--- src/rtl/spi_slave_rx_frame.sv ---
// SPI slave frame receiver: SPI inputs are synchronised and glitch-filtered into
// i_clock, NUM_WORDS words are assembled and the frame is published with one strobe.
module spi_slave_rx_frame #(
    parameter int DATA_WIDTH    = 16,
    parameter int NUM_WORDS     = 2,
    parameter int FILTER_CYCLES = 2,
    parameter bit CPOL          = 1'b0,
    parameter bit CPHA          = 1'b0,
    parameter bit MSB_FIRST     = 1'b1
) (
    input  logic                            i_clock,
    input  logic                            i_reset,
    input  logic                            i_spi_cs_n,
    input  logic                            i_spi_sclk,
    input  logic                            i_spi_mosi,
    output logic [NUM_WORDS*DATA_WIDTH-1:0] o_data,
    output logic                            o_data_valid,
    output logic                            o_frame_error,
    output logic                            o_busy
);

    localparam int BIT_W  = (DATA_WIDTH > 1) ? $clog2(DATA_WIDTH) : 1;
    localparam int WORD_W = (NUM_WORDS > 1) ? $clog2(NUM_WORDS) : 1;
    localparam int FILT_W = (FILTER_CYCLES > 1) ? $clog2(FILTER_CYCLES) : 1;
    localparam logic [BIT_W-1:0]  BIT_LAST  = BIT_W'(DATA_WIDTH - 1);
    localparam logic [WORD_W-1:0] WORD_LAST = WORD_W'(NUM_WORDS - 1);
    localparam logic [FILT_W-1:0] FILT_LAST = FILT_W'(FILTER_CYCLES - 1);

    typedef enum logic [1:0] {WAIT_CS, IDLE, RECEIVE, DONE} state_t;

    logic [1:0] csSync_q, sclkSync_q, mosiSync_q;
    logic csFilt_q, csPrev_q, sclkFilt_q, sclkPrev_q;
    logic [FILT_W-1:0] csCnt_q, sclkCnt_q;
    logic csFall, csRise, sampleEdge;

    state_t state_q;
    logic [DATA_WIDTH-1:0] shiftReg_q, shift_d;
    logic [NUM_WORDS-1:0][DATA_WIDTH-1:0] frameBuf_q, frame_d;
    logic [BIT_W-1:0] bitCnt_q;
    logic [WORD_W-1:0] wordCnt_q;
    logic extra_q;
    logic [NUM_WORDS*DATA_WIDTH-1:0] data_q;
    logic dataValid_q, frameError_q, busy_q;

    always_ff @(posedge i_clock or posedge i_reset) begin
        if (i_reset) begin
            csSync_q   <= 2'b00;
            sclkSync_q <= {2{CPOL}};
            mosiSync_q <= 2'b00;
        end else begin
            csSync_q   <= {csSync_q[0], i_spi_cs_n};
            sclkSync_q <= {sclkSync_q[0], i_spi_sclk};
            mosiSync_q <= {mosiSync_q[0], i_spi_mosi};
        end
    end

    // A level is accepted only after FILTER_CYCLES consecutive disagreeing samples;
    // the previous-level copies turn level changes into single-cycle edge pulses.
    always_ff @(posedge i_clock or posedge i_reset) begin
        if (i_reset) begin
            csFilt_q   <= 1'b0;
            csPrev_q   <= 1'b0;
            csCnt_q    <= '0;
            sclkFilt_q <= CPOL;
            sclkPrev_q <= CPOL;
            sclkCnt_q  <= '0;
        end else begin
            csPrev_q   <= csFilt_q;
            sclkPrev_q <= sclkFilt_q;
            if (csSync_q[1] == csFilt_q) begin
                csCnt_q <= '0;
            end else if (csCnt_q == FILT_LAST) begin
                csFilt_q <= csSync_q[1];
                csCnt_q  <= '0;
            end else begin
                csCnt_q <= csCnt_q + 1'b1;
            end
            if (sclkSync_q[1] == sclkFilt_q) begin
                sclkCnt_q <= '0;
            end else if (sclkCnt_q == FILT_LAST) begin
                sclkFilt_q <= sclkSync_q[1];
                sclkCnt_q  <= '0;
            end else begin
                sclkCnt_q <= sclkCnt_q + 1'b1;
            end
        end
    end

    assign csFall     = csPrev_q & ~csFilt_q;
    assign csRise     = ~csPrev_q & csFilt_q;
    assign sampleEdge = CPHA ? ((sclkPrev_q != CPOL) && (sclkFilt_q == CPOL))
                             : ((sclkPrev_q == CPOL) && (sclkFilt_q != CPOL));

    always_comb begin
        shift_d = MSB_FIRST ? {shiftReg_q[DATA_WIDTH-2:0], mosiSync_q[1]}
                            : {mosiSync_q[1], shiftReg_q[DATA_WIDTH-1:1]};
        frame_d = frameBuf_q;
        frame_d[wordCnt_q] = shift_d;
    end

    // Frame FSM; a CS rise is checked before the sample edge so it wins a tie.
    always_ff @(posedge i_clock or posedge i_reset) begin
        if (i_reset) begin
            state_q      <= WAIT_CS;
            shiftReg_q   <= '0;
            frameBuf_q   <= '0;
            bitCnt_q     <= '0;
            wordCnt_q    <= '0;
            extra_q      <= 1'b0;
            data_q       <= '0;
            dataValid_q  <= 1'b0;
            frameError_q <= 1'b0;
            busy_q       <= 1'b0;
        end else begin
            dataValid_q  <= 1'b0;
            frameError_q <= 1'b0;
            case (state_q)
                WAIT_CS: begin
                    if (csFilt_q) begin
                        state_q <= IDLE;
                    end
                end
                IDLE: begin
                    if (csFall) begin
                        bitCnt_q  <= '0;
                        wordCnt_q <= '0;
                        extra_q   <= 1'b0;
                        busy_q    <= 1'b1;
                        state_q   <= RECEIVE;
                    end
                end
                RECEIVE: begin
                    if (csRise) begin
                        frameError_q <= 1'b1;
                        busy_q       <= 1'b0;
                        state_q      <= IDLE;
                    end else if (sampleEdge) begin
                        shiftReg_q <= shift_d;
                        if (bitCnt_q == BIT_LAST) begin
                            bitCnt_q   <= '0;
                            frameBuf_q <= frame_d;
                            if (wordCnt_q == WORD_LAST) begin
                                data_q      <= frame_d;
                                dataValid_q <= 1'b1;
                                busy_q      <= 1'b0;
                                state_q     <= DONE;
                            end else begin
                                wordCnt_q <= wordCnt_q + 1'b1;
                            end
                        end else begin
                            bitCnt_q <= bitCnt_q + 1'b1;
                        end
                    end
                end
                DONE: begin
                    if (csRise) begin
                        frameError_q <= extra_q;
                        state_q      <= IDLE;
                    end else if (sampleEdge) begin
                        extra_q <= 1'b1;
                    end
                end
                default: state_q <= WAIT_CS;
            endcase
        end
    end

    assign o_data        = data_q;
    assign o_data_valid  = dataValid_q;
    assign o_frame_error = frameError_q;
    assign o_busy        = busy_q;

endmodule

--- config.mk ---
export PLATFORM = sky130hd
export DESIGN_NAME = spi_slave_rx_frame
export DESIGN_NICKNAME = d
export VERILOG_FILES = /design/src/rtl/spi_slave_rx_frame.sv
export SDC_FILE = /design/constraint.sdc
export NUM_CORES = 1
export LEC_CHECK = 0
export ABC_AREA = 1
export CAP_MARGIN = 10
export CORE_AREA = 8 8 108 110
export CTS_CLUSTER_SIZE = 30
export DETAILED_ROUTE_END_ITERATION = 10
export DIE_AREA = 0 0 116 118
export PLACE_DENSITY = 0.59
export SLEW_MARGIN = 20
export SYNTH_ARGS = -nofsm -noshare
export SYNTH_HDL_FRONTEND = slang
export SYNTH_SLANG_ARGS = --single-unit
--- constraint.sdc ---
create_clock -name i_clock -period 2.5 [get_ports i_clock]
set_input_delay 0.375 -clock i_clock [delete_from_list [all_inputs] [get_ports i_clock]]
set_output_delay 0.375 -clock i_clock [all_outputs]
set_load 0.01 [all_outputs]
==> results.ini <==
[layout]
diodes = 0
regArea_um2 = 2252
num-fill-cells = 1004
final_layout_size_suffix_gt1_share_pct = 6.695
final_nets = 484
syn_to_final_growth_pct = 16.40
multi_input_area_um2 = 1336
fin_area_um2 = 4503
final_common_cell = nand2_1
layout_common_cells = 185 x nand2_1, 90 x dfrtp_1, 60 x o21ai_0

[detailed_routing]
routedWlPerCell_um = 12.39
first_pass_iters = 5
viasPerCell = 4.617
drc = 0
drtAntennaViolNets = 0
drt-total-wl_um = 7610
drt-initial-drc-count = 139
num_vias = 2835

[floorplanning]
die_w_um = 116
die_height_um = 118
initial_utilization_pct = 38.69
rows = 37
ios = 40
core-area_um2 = 10000
die_area_um2 = 13690

[timing]
timing.final.ws_setup_ps = 504.6
final.setup.tns_ps = 0
finalMaxSlewViolations = 0
slew_headroom_pct = 63.79
final.setup_skew_ps = 11.12
period_share_pct = 79.82
hold-worst-slack_ps = 354.2
min_period_ps = 1995
finalSetupViolCount = 0
rsz0062_at_grt = no
timing.fmax_mhz = 501.2
worst_pin_slew_ps = 541.9
hold_viol = 0

[synth]
synthCells = 440
syn_nets = 451
synth_top_family_by_area = simple AND/OR/NAND/NOR gates
synth.mux.area_fraction_pct = 0.2911
yosysSeqAreaShare_pct = 58.21
ys_warn_count = 0
synth_compound_area_share_pct = 9.444
syn_area_per_cell_um2 = 8.793
synth-simple-area-share_pct = 22.19
synth_xor_area_share_pct = 0.6792
synthTopCellsByArea = dfrtp_1 58%, nand2_1 18%, o21ai_0 7.8%, inv_1 3.0%, ha_1 1.9%
syn-cell-area_um2 = 3869
synth_seq_cells = 90
synth_fa_ha_area_share_pct = 1.940
synth_top_area_cell = dfrtp_1
synth_top_cell_area_share_pct = 58.21
synth_cell_types = 26

[flow_run]
drv_cap = 0

[global_routing]
top_usage_layer = met2
grtUsageMet1_pct = 14.84
grt_overflow = 0
globalRouteMet2Util_pct = 19.27
grt_usage_pct = 11.89
antenna_found_initial = 0
grt_pass1_vias = 2776
grt_pass1_wl_um = 13090
met3_usage_pct = 2.360
grt_max_degree = 91

[power]
power_mw = 3.081
p_leak_nw = 2.166
p_per_area_nw_per_um2 = 684.2
vdd_ir_drop_max_v = 0.0004349

[clock_tree]
numCtsBuffers = 9
clkTransAtPathRegs_ps = 90
h-tree-depth = 3
clockRootBuffer = clkbuf_8
clk_latency_ps = 350
post_cts_resized = 0
clk_path_buf_depth = 2
cts.sinks = 90
postCtsSetupRepairBufs = 0
holdBufCountCts = 0
cts_tree = yes

[setup_path]
critPathMostFrequentCell = nor2_4
crit_required_ps = 2720
slowest_delay_ps = 440
cp-start-kind = flop
cp-end-kind = flop
arrival_ps = 2220
critPathBufInv = 2
crit_type = flop to flop
critical-path-top-delay-family = simple AND/OR/NAND/NOR gates
crit_chain = inv_1, ha_1, inv_2, nor2_4, nand2_2, nor2_4, o21ai_0
cpMaxStageDelayCell = dfrtp_1
cp_max_fo = 24

[placed_design]
placed_area_um2 = 4335
hpwl_um = 5015
portBuffers = 39
pre_cts_slack_ps = 493.9
gp_congestion = 0.8377

[outcome]
status = completed

[worst_hold_path]
min_path_type = flop to flop

## state kept, by name (all words and copies together) (netlist names)
signal	cells
csSync_q	2
mosiSync_q	2
o_busy	1
csCnt_q	1
csPrev_q	1
csFilt_q	1
bitCnt_q	4
o_data_valid	1
shiftReg_q	15
frameBuf_q	20
state_q	2
wordCnt_q	1
extra_q	1
o_data	32
sclkSync_q	2
sclkFilt_q	1
o_frame_error	1
sclkPrev_q	1
sclkCnt_q	1
## cell usage after synthesis
| cell | instances |
|---|---|
| a21boi_0 | 1 |
| a21oi_1 | 1 |
| buf_2 | 5 |
| buf_4 | 5 |
| buf_6 | 5 |
| clkbuf_1 | 5 |
| clkbuf_2 | 2 |
| clkinv_2 | 1 |
| dfrtp_1 | 90 |
| ha_1 | 6 |
| inv_1 | 31 |
| inv_2 | 3 |
| mux2_2 | 1 |
| nand2_1 | 185 |
| nand2_2 | 1 |
| nand3_1 | 8 |
| nand3_4 | 2 |
| nand3b_1 | 1 |
| nand4_1 | 2 |
| nor2_1 | 9 |
| nor2_2 | 1 |
| nor2_4 | 2 |
| o21ai_0 | 60 |
| o21ai_1 | 9 |
| o31ai_1 | 1 |
| xnor2_1 | 3 |
## metrics by stage
step | utilization (%) | instances
after CTS | 45.03 | 614
after floorplan | - | 440
after detailed placement | 43.36 | 598
final | 45.03 | 614
after global routing | 45.03 | 614
after global placement | 43.36 | 598
## routing by layer
metal  up-vias  part of all wire (%)  routed length [um]
met5         -                     0                   0
li1       1439                     -                   -
met1      1335                    46                3516
met2        48                    48                3624
met3        13                   4.4                 333
met4         0                   1.8                 136
## worst reg2reg max path, delay by kind of cell (launching register included)
kind | cells | cell delay [ps]
buf+inv | 2 | 230
compound gates | 1 | 160
simple gates | 3 | 700
fa+ha+maj | 1 | 350
flops | 1 | 440
## where the power goes
| part | switching [mW] | internal (mW) | total [mW] |
|---|---|---|---|
| logic | 0.351 | 0.193 | 0.544 |
| clock network | 0.517 | 0.364 | 0.880 |
| registers | 0.0932 | 1.56 | 1.66 |
## worst paths after layout
kind | cells after the start | slack [ps] | startpoint | endpoint
setup reg to reg | 7 | 500 | state_q[0]$_DFFE_PP0P_ | frameBuf_q[18]$_DFFE_PP0P_
max in group asynchronous | 3 | 1630 | i_reset | extra_q$_DFFE_PP0P_
hold reg to reg | 0 | 350 | csSync_q[0]$_DFF_PP0_ | csSync_q[1]$_DFF_PP0_
setup / recovery | 7 | 500 | state_q[0]$_DFFE_PP0P_ | frameBuf_q[18]$_DFFE_PP0P_
hold / removal | 0 | 350 | csSync_q[0]$_DFF_PP0_ | csSync_q[1]$_DFF_PP0_
min in group asynchronous | 3 | 490 | i_reset | shiftReg_q[5]$_DFFE_PP0P_
## final cells by class
cell class,count,share of cell area [%]
clock buffers,10,2.834
repair buffers,44,9.780
flip-flops and latches,90,50.01
well taps,136,3.779
multi-input cells,293,29.67
clock inverters,6,0.8891
inverters,35,3.029
## cells by family after synthesis
family | count (synthesis)
buffers and inverters | 57
AO/OA/AOI/OAI | 72
XOR/XNOR | 3
flip-flops | 90
AND/OR/NAND/NOR | 211
adder cells (fa/ha/maj) | 6
multiplexers | 1
No activity file was read; power rests on OpenSTA's default activity.
